**config.mk**
```make
export PLATFORM = sky130hd
export DESIGN_NAME = cdb_broadcaster_flat
export DESIGN_NICKNAME = d
export VERILOG_FILES = /design/src/rtl/fcpu_pkg.sv /design/src/rtl/cdb_broadcaster_if.sv /design/src/rtl/cdb_source_fifo.sv /design/src/rtl/cdb_broadcaster.sv /design/src/flat_wrapper.sv
export SDC_FILE = /design/constraint.sdc
export NUM_CORES = 1
export LEC_CHECK = 0
export ABC_AREA = 1
export CORE_MARGIN = 5
export CORE_UTILIZATION = 40
export DETAILED_ROUTE_END_ITERATION = 8
export SLEW_MARGIN = 20
export SYNTH_ARGS = -nofsm -noshare
export SYNTH_HDL_FRONTEND = slang
export SYNTH_SLANG_ARGS = --single-unit
```
**constraint.sdc**
```tcl
create_clock -name clk -period 5 [get_ports clk]
set_input_delay 1.5 -clock clk [delete_from_list [all_inputs] [get_ports clk]]
set_output_delay 1.5 -clock clk [all_outputs]
set_load 0.03 [all_outputs]
```
**src/rtl/fcpu_pkg.sv**
```systemverilog
// Shared CDB constants and beat layout.
// Used by the broadcaster and every reservation station.
package fcpu_pkg;

  localparam int RSV_ID_W = 4;
  localparam int DATA_W   = 32;
  localparam int CDB_W    = RSV_ID_W + DATA_W;

  typedef struct packed {
    logic [RSV_ID_W-1:0] tag;
    logic [DATA_W-1:0]   data;
  } cdb_t;

endpackage

```
**src/rtl/cdb_broadcaster_if.sv**
```systemverilog
// Result-port and broadcast bundle of the CDB transmitter.
// slave is the broadcaster side, master the producer/observer side.
interface cdb_broadcaster_if #(
  parameter int N_SOURCES = 4,
  parameter int SRC_W     = $clog2(N_SOURCES)
);
  import fcpu_pkg::*;

  logic [N_SOURCES-1:0]       i_valid;
  logic [N_SOURCES*CDB_W-1:0] i_data;
  logic [N_SOURCES-1:0]       i_ready;
  logic                       cdb_valid;
  cdb_t                       cdb;
  logic [SRC_W-1:0]           o_grant;
  logic                       o_busy;

  modport slave (
    input  i_valid, i_data,
    output i_ready, cdb_valid, cdb,
    output o_grant, o_busy
  );

  modport master (
    output i_valid, i_data,
    input  i_ready, cdb_valid, cdb,
    input  o_grant, o_busy
  );

endinterface

```
**src/rtl/cdb_source_fifo.sv**
```systemverilog
// Per-source result buffer in front of the CDB arbiter.
// Pointers carry one extra wrap bit to tell full from empty.
module cdb_source_fifo #(
  parameter int DEPTH_W = 1,
  parameter int WIDTH   = 36
) (
  input  logic             clk,
  input  logic             rst,
  input  logic             push,
  input  logic [WIDTH-1:0] din,
  input  logic             pop,
  output logic [WIDTH-1:0] dout,
  output logic             empty,
  output logic             full
);

  logic [WIDTH-1:0] mem [2**DEPTH_W];
  logic [DEPTH_W:0] wptr;
  logic [DEPTH_W:0] rptr;
  logic             do_push;
  logic             do_pop;

  assign empty = (wptr == rptr);
  assign full  = (wptr[DEPTH_W] != rptr[DEPTH_W])
              && (wptr[DEPTH_W-1:0] == rptr[DEPTH_W-1:0]);

  assign do_push = push & ~full;
  assign do_pop  = pop & ~empty;
  assign dout    = mem[rptr[DEPTH_W-1:0]];

  // Advance pointers; reset discards everything buffered.
  always_ff @(posedge clk) begin
    if (rst) begin
      wptr <= '0;
      rptr <= '0;
    end else begin
      if (do_push) wptr <= wptr + 1'b1;
      if (do_pop)  rptr <= rptr + 1'b1;
    end
  end

  // Storage write; contents are don't-care until pushed.
  always_ff @(posedge clk) begin
    if (do_push) mem[wptr[DEPTH_W-1:0]] <= din;
  end

endmodule

```
**src/rtl/cdb_broadcaster.sv**
```systemverilog
// CDB transmit end: buffers FU results per source and
// broadcasts one beat per cycle under round-robin arbitration.
module cdb_broadcaster
  import fcpu_pkg::*;
#(
  parameter int N_SOURCES    = 4,
  parameter int FIFO_DEPTH_W = 1,
  parameter int SRC_W        = $clog2(N_SOURCES)
) (
  input logic             clk,
  input logic             rst,
  cdb_broadcaster_if.slave bus
);

  logic [N_SOURCES-1:0]            empty;
  logic [N_SOURCES-1:0]            full;
  logic [N_SOURCES-1:0]            push;
  logic [N_SOURCES-1:0]            pop;
  logic [N_SOURCES-1:0][CDB_W-1:0] head;

  logic [SRC_W-1:0] rr_ptr;
  logic [SRC_W-1:0] gnt;
  logic             any;

  logic             cdb_valid_q;
  cdb_t             cdb_q;
  logic [SRC_W-1:0] grant_q;

  assign bus.i_ready = ~full & {N_SOURCES{~rst}};
  assign push        = bus.i_valid & bus.i_ready;

  for (genvar g = 0; g < N_SOURCES; g++) begin : g_src
    cdb_source_fifo #(
      .DEPTH_W (FIFO_DEPTH_W),
      .WIDTH   (CDB_W)
    ) u_fifo (
      .clk   (clk),
      .rst   (rst),
      .push  (push[g]),
      .din   (bus.i_data[g*CDB_W +: CDB_W]),
      .pop   (pop[g]),
      .dout  (head[g]),
      .empty (empty[g]),
      .full  (full[g])
    );
  end

  // Pick the first non-empty head starting at rr_ptr.
  always_comb begin : arb
    int k;
    k   = 0;
    any = 1'b0;
    gnt = '0;
    for (int i = 0; i < N_SOURCES; i++) begin
      k = int'(rr_ptr) + i;
      if (k >= N_SOURCES) k = k - N_SOURCES;
      if (!any && !empty[k]) begin
        any = 1'b1;
        gnt = SRC_W'(k);
      end
    end
  end

  // Pop only the granted FIFO.
  always_comb begin
    pop = '0;
    for (int s = 0; s < N_SOURCES; s++) begin
      pop[s] = any && (gnt == SRC_W'(s));
    end
  end

  // Rotate priority past the winner; hold when idle.
  always_ff @(posedge clk) begin
    if (rst) begin
      rr_ptr <= '0;
    end else if (any) begin
      if (gnt == SRC_W'(N_SOURCES - 1)) rr_ptr <= '0;
      else                              rr_ptr <= gnt + 1'b1;
    end
  end

  // Registered broadcast; payload holds when idle.
  always_ff @(posedge clk) begin
    if (rst) begin
      cdb_valid_q <= 1'b0;
      cdb_q       <= '0;
      grant_q     <= '0;
    end else begin
      cdb_valid_q <= any;
      if (any) begin
        cdb_q   <= cdb_t'(head[gnt]);
        grant_q <= gnt;
      end
    end
  end

  assign bus.cdb_valid = cdb_valid_q;
  assign bus.cdb       = cdb_q;
  assign bus.o_grant   = grant_q;
  assign bus.o_busy    = (|(~empty)) | cdb_valid_q;

endmodule

```
**src/flat_wrapper.sv**
```systemverilog
// flat-port wrapper written by rule: the top's interface ports become plain ports
module cdb_broadcaster_flat import fcpu_pkg::*;
#(
  parameter int N_SOURCES    = 4,
  parameter int FIFO_DEPTH_W = 1,
  parameter int SRC_W        = $clog2(N_SOURCES)
)
  (clk, rst, bus_i_valid, bus_i_data, bus_i_ready, bus_cdb_valid, bus_cdb, bus_o_grant, bus_o_busy);
  cdb_broadcaster_if #(.N_SOURCES(N_SOURCES), .SRC_W(SRC_W)) bus_i ();
  input logic clk;
  input logic rst;
  input wire logic [$bits(bus_i.i_valid)-1:0] bus_i_valid;
  input wire logic [$bits(bus_i.i_data)-1:0] bus_i_data;
  output wire logic [$bits(bus_i.i_ready)-1:0] bus_i_ready;
  output wire logic [$bits(bus_i.cdb_valid)-1:0] bus_cdb_valid;
  output wire logic [$bits(bus_i.cdb)-1:0] bus_cdb;
  output wire logic [$bits(bus_i.o_grant)-1:0] bus_o_grant;
  output wire logic [$bits(bus_i.o_busy)-1:0] bus_o_busy;
  assign bus_i.i_valid = bus_i_valid;
  assign bus_i.i_data = bus_i_data;
  assign bus_i_ready = bus_i.i_ready;
  assign bus_cdb_valid = bus_i.cdb_valid;
  assign bus_cdb = bus_i.cdb;
  assign bus_o_grant = bus_i.o_grant;
  assign bus_o_busy = bus_i.o_busy;
  cdb_broadcaster #(.N_SOURCES(N_SOURCES), .FIFO_DEPTH_W(FIFO_DEPTH_W), .SRC_W(SRC_W)) u_core (.clk(clk), .rst(rst), .bus(bus_i));
endmodule
```
==> run metrics <==
outcome=completed; Clk pin slew, worst setup/hold paths=about 50 ps; first-pass GRT wire length=about 54 mm; initial antenna violation count=0; Setup Crit Path Kind=in -> out; CP startpoint=rst; critical path arrival=2980 ps; Clk Latency, worst-skew pair=about 500 ps; M1 WL=between 15 and 20 mm; initial drt markers=approximately 510; core area=around 35000 um^2; Top Metal Used=met4; ant diodes=0; Pwr Density=roughly 640 nW/um^2; area fraction of the dominant cell type after synthesis=0.614; largest net degree at the start of global routing=75; CTS H-tree lvls=2; CTS Buf Count=38; Die X=198 um; Final min period=4480 ps; syn_area_per_cell=around 12 um^2; Max-slew headroom=0.285; Yosys top cell by area=edfxtp_1; Remaining Overflow, GRT=0; layout cell share with drive strength beyond 1=0.102; Synth area leaders=edfxtp_1 (61%), dfxtp_1 (8.7%), nand2_1 (8.4%); FF-to-FF path depth=16; final hold vios=0; first-pass iteration count of the detailed router=5; Worst setup EP type=output port; largest family of logic cells by synthesized area=simple AND/OR/NAND/NOR gates; most common cell in the netlist=nand2_1; Max-cap violations=0; # hold bufs at CTS=0; final setup violation count=0; met2 wire len=approximately 19 mm; CTS sink cnt=around 350; WL per Instance=a little under 20 um; Simple-Gate Fraction of Synth Area=0.160; final number of max-transition violations=0; worst hold path depth=2; DRC=0; site row count=between 60 and 70; Pleak=~6.6 nW; synth cell count leaders=nand2_1 (317), edfxtp_1 (288), nand3_1 (125); ys async rst share=0; GR Util All Layers=0.181; # Post-CTS Setup Buffers=0; Post-Synth XOR/XNOR Area=0.00178; die footprint=around 39000 um^2; Post-DRT Antenna Nets=0; number of port buffers=between 150 and 200; Clk Tree Root Cell=clkbuf_16; Compound-Gate Fraction of Synth Area=0.0261; critical path fanouts, max=5; detailed-route vias per instance=about 5.0; Syn Inst Count=~1200; synthesized area=14100 um^2; fmax=roughly 220 MHz; effective utilization at floorplan=0.407; wire length on met3=approximately 1.8 mm; worst clock skew=~12 ps; Non-Filler Instances=roughly 1800; Vias=around 9200; adder-cell share of the synthesized area=0.000888; Seq/Total Area, Yosys=0.701; GPL Wtd Cong=roughly 0.86; post-DP HPWL=around 24 mm; setup_tns=0 ps; post-route clock period utilization=0.896; hold wc startpoint=u_core.bus.o_grant[0]; nets=roughly 1500; Most used DFF post-synth=edfxtp_1; cells resized by post-CTS repair=0; placed cells=~1800; startpoint type of the worst setup path=input port; CTS tree=done; final instance area=between 15000 and 20000 um^2; RSZ-0062 raised after global routing=no; reg2reg start=u_core.g_src[0].u_fifo.wptr[0]; Hold WC Path Type=reg -> reg; Worst-Margin Slew=1070 ps; EDFF count, synth=between 200 and 300; flops & latches, synth=between 300 and 400; Ports=between 150 and 200; Synth cell types=31; multiplexer area fraction after synthesis=0.0814; die height=just under 200 um; post-synth net total=approximately 1300; Req. time, crit path=approximately 3500 ps; Peak VDD IR=501 uV; Cell Area, Placed=16500 um^2; clock buffer depth=3; Post-Route WL=~37 mm; vias in the first global route=about 9000; Area Overhead vs Synth=26.7%; Yosys warning count=0
## worst paths after layout
check / end / slack, ps
worst min register to register: u_core.bus.o_grant[0] / 460
worst max register to register: u_core.bus.cdb[23] / 1260
worst min-delay path: u_core.bus.o_grant[0] / 460
worst max-delay path: bus_i_ready[3] / 520
## worst max-delay path, cell delays in order
cell and delay (ps):
clkdlybuf4s50_1 520, a31oi_1 250, clkdlybuf4s50_1 710
## kinds of logic after synthesis
kind of cell | after synthesis
and+or+nand+nor | 543
AOI/OAI and AO/OA | 72
muxes | 110
DFF | 349
adders and majority gates | 1
xor gates and xnor gates | 2
buffers and inverters | 90
## through the flow
step | power (mW) | hold slack, ps | utilization | setup WS [ps]
after global routing | 12.1 | 501 | 0.515 | 436
final | 11.3 | 465 | 0.515 | 522
after global placement | 8.61 | 460 | 0.477 | 584
after detailed placement | 8.65 | 461 | 0.477 | 530
after CTS | 11.6 | 469 | 0.515 | 525
after floorplan | 6.98 | 443 | - | 681
## power breakdown
| part | switching, mW | total [mW] | internal, mW |
|---|---|---|---|
| Clock | 1.08 | 2.90 | 1.81 |
| Sequential | 0.220 | 3.71 | 3.49 |
| Combinational | 3.28 | 4.74 | 1.47 |
## cells in the final DEF (no fill, tap or decap), types with 6 or more instances in the layout
cell type	n
nor2_1	78
o21ai_0	48
clkbuf_16	41
mux2_2	36
nand2_1	316
edfxtp_1	288
clkbuf_8	11
dfxtp_1	57
clkbuf_1	10
inv_2	6
inv_1	21
nor2_4	10
a21oi_1	19
buf_4	18
clkdlybuf4s50_1	193
mux2i_1	74
nand3_1	125
## final cells by class
class                           count  area [um^2]
Fill cell                        2996        16800
Sequential cell                   349         9870
Multi-Input combinational cell    728         3870
Timing Repair Buffer              212         2090
Clock buffer                       62         1210
Tap cell                          455          569
Clock inverter                      8          114
Inverter                           28          105
## layer usage
layer,track usage,vias to the layer above
met3,0.0300,48
met4,0.0474,0
li1,-,4471
met2,0.315,247
met1,0.237,4432
met5,0,-
## sequential cells by signal (all words and copies together) (netlist names), named ones only
signal and count:
u_core.bus.o_grant 2, u_core.g_src.u_fifo.wptr 8, u_core.g_src.u_fifo.mem 288, u_core.bus.cdb_valid 1
u_core.g_src.u_fifo.rptr 8, u_core.bus.cdb 36, u_core.rr_ptr 2
Power figures use the tool's default switching activity.
